[src/rtl/wb_master_seq.sv]
// wb_master_seq: Wishbone classic initiator running 1..16-beat incrementing word bursts.
// Latency: a zero-wait read beat raises stb 1 cycle after accept and rsp_valid 1 cycle after ack.
// Backpressure: cmd_ready only in IDLE; write beats wait on wdat_valid; read beats hold in RESP until rsp_ready.
// Ports: clk/rst (async, active high); cmd_* command channel; wdat_* write-data channel;
//        rsp_* read-response channel; done/err/busy status; wbm_* Wishbone initiator port.
module wb_master_seq #(
  parameter int TIMEOUT = 255,
  parameter int TSIZE   = 8
) (
  input  logic        clk,
  input  logic        rst,
  input  logic        cmd_valid,
  output logic        cmd_ready,
  input  logic        cmd_we,
  input  logic [31:0] cmd_adr,
  input  logic [3:0]  cmd_sel,
  input  logic [3:0]  cmd_len,
  input  logic        wdat_valid,
  output logic        wdat_ready,
  input  logic [31:0] wdat,
  output logic        rsp_valid,
  input  logic        rsp_ready,
  output logic [31:0] rsp_dat,
  output logic        done,
  output logic        err,
  output logic        busy,
  output logic        wbm_cyc_o,
  output logic        wbm_stb_o,
  output logic        wbm_we_o,
  output logic [31:0] wbm_adr_o,
  output logic [31:0] wbm_dat_o,
  output logic [3:0]  wbm_sel_o,
  input  logic [31:0] wbm_dat_i,
  input  logic        wbm_ack_i
);

  typedef enum logic [2:0] {S_IDLE, S_WDAT, S_BUS, S_RESP, S_NEXT} state_t;

  // Last tcnt value at which stb may still be waiting; the beat aborts on that cycle.
  localparam logic [TSIZE-1:0] TLAST = TSIZE'(TIMEOUT - 1);

  state_t            r_state, w_state_nxt;
  logic [TSIZE-1:0]  r_tcnt, w_tcnt_nxt;
  logic [3:0]        r_bcnt, w_bcnt_nxt;
  logic              r_cmd_ready, r_wdat_ready, r_rsp_valid, r_done, r_err, r_busy;
  logic              r_cyc, r_stb, r_we;
  logic [31:0]       r_rsp_dat, r_adr, r_dat_o;
  logic [3:0]        r_sel;
  logic              w_cmd_ready_nxt, w_wdat_ready_nxt, w_rsp_valid_nxt, w_done_nxt, w_err_nxt;
  logic              w_busy_nxt, w_stb_nxt, w_we_nxt;
  logic [31:0]       w_rsp_dat_nxt, w_adr_nxt, w_dat_o_nxt;
  logic [3:0]        w_sel_nxt;

  logic w_cmd_acc, w_wdat_acc, w_ack, w_tout, w_rsp_acc, w_last;

  assign w_cmd_acc  = (r_state == S_IDLE) && cmd_valid && r_cmd_ready;
  assign w_wdat_acc = (r_state == S_WDAT) && wdat_valid && r_wdat_ready;
  assign w_ack      = (r_state == S_BUS) && wbm_ack_i;
  // Ack wins over timeout when both land on the same edge.
  assign w_tout     = (r_state == S_BUS) && !wbm_ack_i && (r_tcnt == TLAST);
  assign w_rsp_acc  = (r_state == S_RESP) && r_rsp_valid && rsp_ready;
  assign w_last     = (r_bcnt == 4'd0);

  // State and registered outputs
  always_ff @(posedge clk or posedge rst) begin
    if (rst) begin
      r_state      <= S_IDLE;
      r_tcnt       <= '0;
      r_bcnt       <= 4'd0;
      r_cmd_ready  <= 1'b0;
      r_wdat_ready <= 1'b0;
      r_rsp_valid  <= 1'b0;
      r_rsp_dat    <= 32'd0;
      r_done       <= 1'b0;
      r_err        <= 1'b0;
      r_busy       <= 1'b0;
      r_cyc        <= 1'b0;
      r_stb        <= 1'b0;
      r_we         <= 1'b0;
      r_adr        <= 32'd0;
      r_dat_o      <= 32'd0;
      r_sel        <= 4'd0;
    end else begin
      r_state      <= w_state_nxt;
      r_tcnt       <= w_tcnt_nxt;
      r_bcnt       <= w_bcnt_nxt;
      r_cmd_ready  <= w_cmd_ready_nxt;
      r_wdat_ready <= w_wdat_ready_nxt;
      r_rsp_valid  <= w_rsp_valid_nxt;
      r_rsp_dat    <= w_rsp_dat_nxt;
      r_done       <= w_done_nxt;
      r_err        <= w_err_nxt;
      r_busy       <= w_busy_nxt;
      r_cyc        <= w_busy_nxt;
      r_stb        <= w_stb_nxt;
      r_we         <= w_we_nxt;
      r_adr        <= w_adr_nxt;
      r_dat_o      <= w_dat_o_nxt;
      r_sel        <= w_sel_nxt;
    end
  end

  // Next state
  always_comb begin
    w_state_nxt = r_state;
    case (r_state)
      S_IDLE: if (w_cmd_acc) w_state_nxt = cmd_we ? S_WDAT : S_BUS;
      S_WDAT: if (w_wdat_acc) w_state_nxt = S_BUS;
      S_BUS: begin
        if (w_ack)       w_state_nxt = r_we ? S_NEXT : S_RESP;
        else if (w_tout) w_state_nxt = S_IDLE;
      end
      S_RESP: if (w_rsp_acc) w_state_nxt = S_NEXT;
      S_NEXT: begin
        if (w_last) w_state_nxt = S_IDLE;
        else        w_state_nxt = r_we ? S_WDAT : S_BUS;
      end
      default: w_state_nxt = S_IDLE;
    endcase
  end

  // Next values of the registered outputs and datapath
  always_comb begin
    w_bcnt_nxt    = r_bcnt;
    w_we_nxt      = r_we;
    w_adr_nxt     = r_adr;
    w_sel_nxt     = r_sel;
    w_dat_o_nxt   = r_dat_o;
    w_rsp_dat_nxt = r_rsp_dat;
    // Counting only while in BUS makes every entry to BUS start from zero.
    w_tcnt_nxt    = (r_state == S_BUS) ? r_tcnt + 1'b1 : '0;

    if (w_cmd_acc) begin
      w_we_nxt   = cmd_we;
      w_adr_nxt  = cmd_adr & 32'hFFFF_FFFC;
      w_sel_nxt  = cmd_sel;
      w_bcnt_nxt = cmd_len;
    end
    if (w_wdat_acc) w_dat_o_nxt = wdat;
    if (w_ack && !r_we) w_rsp_dat_nxt = wbm_dat_i;
    if ((r_state == S_NEXT) && !w_last) begin
      w_bcnt_nxt = r_bcnt - 4'd1;
      w_adr_nxt  = r_adr + 32'd4;
    end

    // cmd_ready rises only after a full cycle in IDLE, so the earliest
    // re-accept is the cycle after done (and one cycle after reset release).
    w_cmd_ready_nxt  = (r_state == S_IDLE) && (w_state_nxt == S_IDLE);
    w_wdat_ready_nxt = (w_state_nxt == S_WDAT);
    w_stb_nxt        = (w_state_nxt == S_BUS);
    w_rsp_valid_nxt  = (w_state_nxt == S_RESP);
    w_busy_nxt       = (w_state_nxt != S_IDLE);
    w_done_nxt       = ((r_state == S_NEXT) && w_last) || w_tout;
    w_err_nxt        = w_tout;
  end

  assign cmd_ready  = r_cmd_ready;
  assign wdat_ready = r_wdat_ready;
  assign rsp_valid  = r_rsp_valid;
  assign rsp_dat    = r_rsp_dat;
  assign done       = r_done;
  assign err        = r_err;
  assign busy       = r_busy;
  assign wbm_cyc_o  = r_cyc;
  assign wbm_stb_o  = r_stb;
  assign wbm_we_o   = r_we;
  assign wbm_adr_o  = r_adr;
  assign wbm_dat_o  = r_dat_o;
  assign wbm_sel_o  = r_sel;

endmodule

[config.mk]
export PLATFORM = sky130hd
export DESIGN_NAME = wb_master_seq
export DESIGN_NICKNAME = d
export VERILOG_FILES = /design/src/rtl/wb_master_seq.sv
export SDC_FILE = /design/constraint.sdc
export NUM_CORES = 1
export LEC_CHECK = 0
export CORE_MARGIN = 2
export CORE_UTILIZATION = 43
export DETAILED_ROUTE_END_ITERATION = 10
export PLACE_DENSITY = 0.77
export SLEW_MARGIN = 0
export SYNTH_ARGS = -nofsm -noshare
export SYNTH_HDL_FRONTEND = slang
export SYNTH_SLANG_ARGS = --single-unit
[constraint.sdc]
create_clock -name clk -period 4.51 [get_ports clk]
set_input_delay 0.451 -clock clk [delete_from_list [all_inputs] [get_ports clk]]
set_output_delay 0.451 -clock clk [all_outputs]
set_load 0.005 [all_outputs]
==> metrics.md <==
| Metric | Value |
|---|---|
| Fillers | 936 |
| Worst-path maximum fanout | 15 |
| Synth Instances | 457 |
| Vias | 4520 |
| DP HPWL | 10700 um |
| Vias in the first global route | 4473 |
| H-tree depth | 4 |
| Kind of start point of the critical path | flip-flop |
| Starting Density | 0.443 |
| Die X-Extent | 115 um |
| Die area | 0.0133 mm^2 |
| Flop2flop setup slack | 2.00 ns |
| Worst rel slew slack | 0.344 |
| Worst Slack Setup Final | 2.00 ns |
| Design area | 0.00824 mm^2 |
| Final period util | 0.556 |
| Core Box Area | 0.0121 mm^2 |
| Drt first pass iters | 5 |
| Routed Antenna Nets | 0 |
| Post-CTS Setup Repair Bufs | 0 |
| Die Y-Extent | 115 um |
| Data arrival time of the critical path | 2.79 ns |
| Setup WS pre-CTS | 1.79 ns |
| Synthesis Warnings | 0 |
| Max Fclk | 399 MHz |
| First-pass GRT wire length | 22900 um |
| Clk slew on worst S/H paths | 0.06 ns |
| Unrepaired setup endpoints after global routing | no |
| Number of flops mapped to enable cells by yosys | 0 |
| Worst r2r src | r_bcnt[0] |
| Final Hold Fails | 0 |
| Most frequent cells in the layout | 215 x clkdlybuf4s50_1, 121 x dfrtp_1, 43 x nand2_1 |
| HP Class | flip-flop to flip-flop |
| Data required time of the worst path | 4.79 ns |
| CTS Buf Count | 17 |
| Avg WL per Cell | 17.6 um |
| Via-per-instance ratio | 5.29 |
| CTS Root Cell | clkbuf_16 |
| Largest net degree at the start of global routing | 80 |
| Final GP Congestion | 0.845 |
| Most common cell after layout, fill and taps aside | clkdlybuf4s50_1 |
| Total DRC errors in the routed layout | 0 |
| Status | complete, no violations |
| Cells on worst reg2reg path | 7 |
| Pwr dens | 654 mW/mm^2 |
| Clk_lat worst skew | 0.41 ns |
| Netlist cell types | 53 |
| Hold endpoint | wbm_sel_o[0] |
| IO Count | 220 |
| Peak supply drop | 0.323 mV |
| Post-Synthesis Mean Instance Area | 11.7 um^2 |
| Total congestion overflow | 0 |
| Placed cell area | 0.00762 mm^2 |
| Main synth FF type | dfrtp_1 |
| Min Tclk post-route | 2.51 ns |
| Sequential share of the synthesized area | 0.567 |
| Crit path max-delay cell type | nand2_1 |
| Reg2Reg Capture Point | wbm_cyc_o |
| Final setup fails | 0 |
| FP Rows | 40 |
| Buffers and inverters on the worst path | 1 |
| Initial DRC count | 337 |
| Top delay family on crit path | simple AND/OR/NAND/NOR gates |
| Nets | 789 |
| Hold depth | 2 |
| Total negative setup slack | 0 ns |
| Tot GR Track Use | 0.222 |
| Post-Synthesis Cell Area | 0.00534 mm^2 |
| Synthesis-stage register bit count | 121 |
| Port-buffer cells | 215 |
| Total clock sinks | 121 |
| CTS tree | done |
| Area delta synth->final | 54.3% |
| Antenna Diode Count | 0 |
| Share of cells above drive strength 1 | 0.109 |
| Async SR Flop Fraction | 1.00 |
| CP Capture Type | flip-flop |
| Max Cap Violations | 0 |
| Crit-path cells | inv_1 -> ha_1 -> or3b_1 -> nand2_1 -> o22ai_1 -> a211o_1 -> or3_1 |
| Largest stage delay on the critical path | 0.46 ns |
| P_leak | 3.44 nW |
| Clock buffer depth | 2 |
| Worst Max-Slew Pin Slew | 0.983 ns |
| Final Skew | 0.00661 ns |
| Initial antenna violation count | 0 |
| HP Start | wbm_sel_o[0] |
| CP Class | flip-flop to flip-flop |
| Fin. max-slew vios | 0 |
| Drt total wl | 15000 um |
| CTS resizes | 0 |
| Hold buffer count at cts | 0 |
registers in the layout, summed over array words and instances, names as in the netlist, 3 cells and up:
| name | count |
|---|---|
| r_tcnt | 8 |
| r_bcnt | 4 |
| wbm_sel_o | 4 |
| rsp_dat | 32 |
| wbm_dat_o | 32 |
| r_state | 3 |
| wbm_adr_o | 30 |
per-stage QoR:
stage	cells	power (mW)	hold WS, ns	util
after detailed placement	823	3.99	0.466	0.632
final	854	5.39	0.473	0.683
after floorplan	458	2.73	0.470	-
after global placement	823	3.91	0.460	0.632
after CTS	854	5.43	0.479	0.683
after global routing	854	5.69	0.500	0.683
worst min-delay path: stages, from the launching register on:
cell	delay, ns
dfrtp_1	0.34
nand2_1	0.05
nand2_1	0.05
final cells by class:
| class | count | area, um^2 | area share |
|---|---|---|---|
| clock buffer | 19 | 443 | 0.0538 |
| clock inverter | 12 | 175 | 0.0213 |
| inverter | 8 | 32.5 | 0.00395 |
| multi-input combinational | 305 | 2150 | 0.261 |
| sequential | 121 | 3030 | 0.368 |
| tap | 168 | 210 | 0.0255 |
| timing repair buffer | 221 | 2200 | 0.267 |
routing by layer:
metal / up-vias / global-route usage / part of all wire
li1: 2108 / - / -
met4: 0 / 0.0530 / 0.0052
met5: - / 0 / 0
met3: 8 / 0.0628 / 0.072
met1: 2221 / 0.275 / 0.41
met2: 183 / 0.386 / 0.51
report_power, final:
part	switching (mW)	internal (mW)	leakage [nW]	total (mW)
sequential	0.408	1.58	1.47	1.99
clock	0.478	0.933	0.295	1.41
combinational	0.703	1.28	1.67	1.98
total	1.59	3.80	3.44	5.39
kinds of logic (layout without fill, tap and decap cells):
| family | after synthesis | after routing | share of synthesized area |
|---|---|---|---|
| DFF | 121 | 121 | 0.567 |
| and+or+nand+nor | 160 | 160 | 0.154 |
| xor gates and xnor gates | 7 | 7 | 0.0115 |
| other | 1 | 2 | 0.000702 |
| AOI/OAI and AO/OA | 68 | 68 | 0.0907 |
| adders and majority gates | 4 | 4 | 0.00937 |
| muxes | 64 | 64 | 0.135 |
| buffers and inverters | 32 | 260 | 0.0314 |
worst max path at each step:
stage / start / to / slack [ns] / depth (start not counted)
after detailed placement: cmd_valid / wbm_adr_o[28] / 1.79 / 5
after floorplan: rst / cmd_ready / 0.84 / 1
final: r_bcnt[0] / wbm_cyc_o / 2.00 / 7
after CTS: r_state[0] / wbm_adr_o[28] / 1.95 / 5
after global placement: cmd_valid / wbm_adr_o[28] / 1.84 / 5
after global routing: r_state[0] / wbm_adr_o[28] / 1.82 / 5
Yosys cell counts, drive strengths merged, types with 2 or more instances:
library cell / number / area (um^2)
or2: 2 / 12.5
a311oi: 2 / 17.5
o22ai: 6 / 37.5
a21oi: 11 / 55.1
and2: 2 / 12.5
nand2: 43 / 161
or3: 2 / 12.5
nor3: 10 / 60.1
o21ai: 8 / 40.0
nor3b: 4 / 35.0
and3: 13 / 86.3
xor2: 5 / 43.8
mux2: 64 / 721
and4: 7 / 61.3
inv: 8 / 30.0
ha: 4 / 50.1
buf: 12 / 92.6
nand3: 21 / 105
o211ai: 8 / 60.1
clkbuf: 12 / 45.0
a31oi: 3 / 18.8
a211oi: 11 / 82.6
a31o: 3 / 26.3
or3b: 5 / 43.8
dfrtp: 121 / 3030
nor2: 36 / 135
xnor2: 2 / 17.5
nand4: 11 / 68.8
a221o: 4 / 40.0
Power figures use the tool's default switching activity.
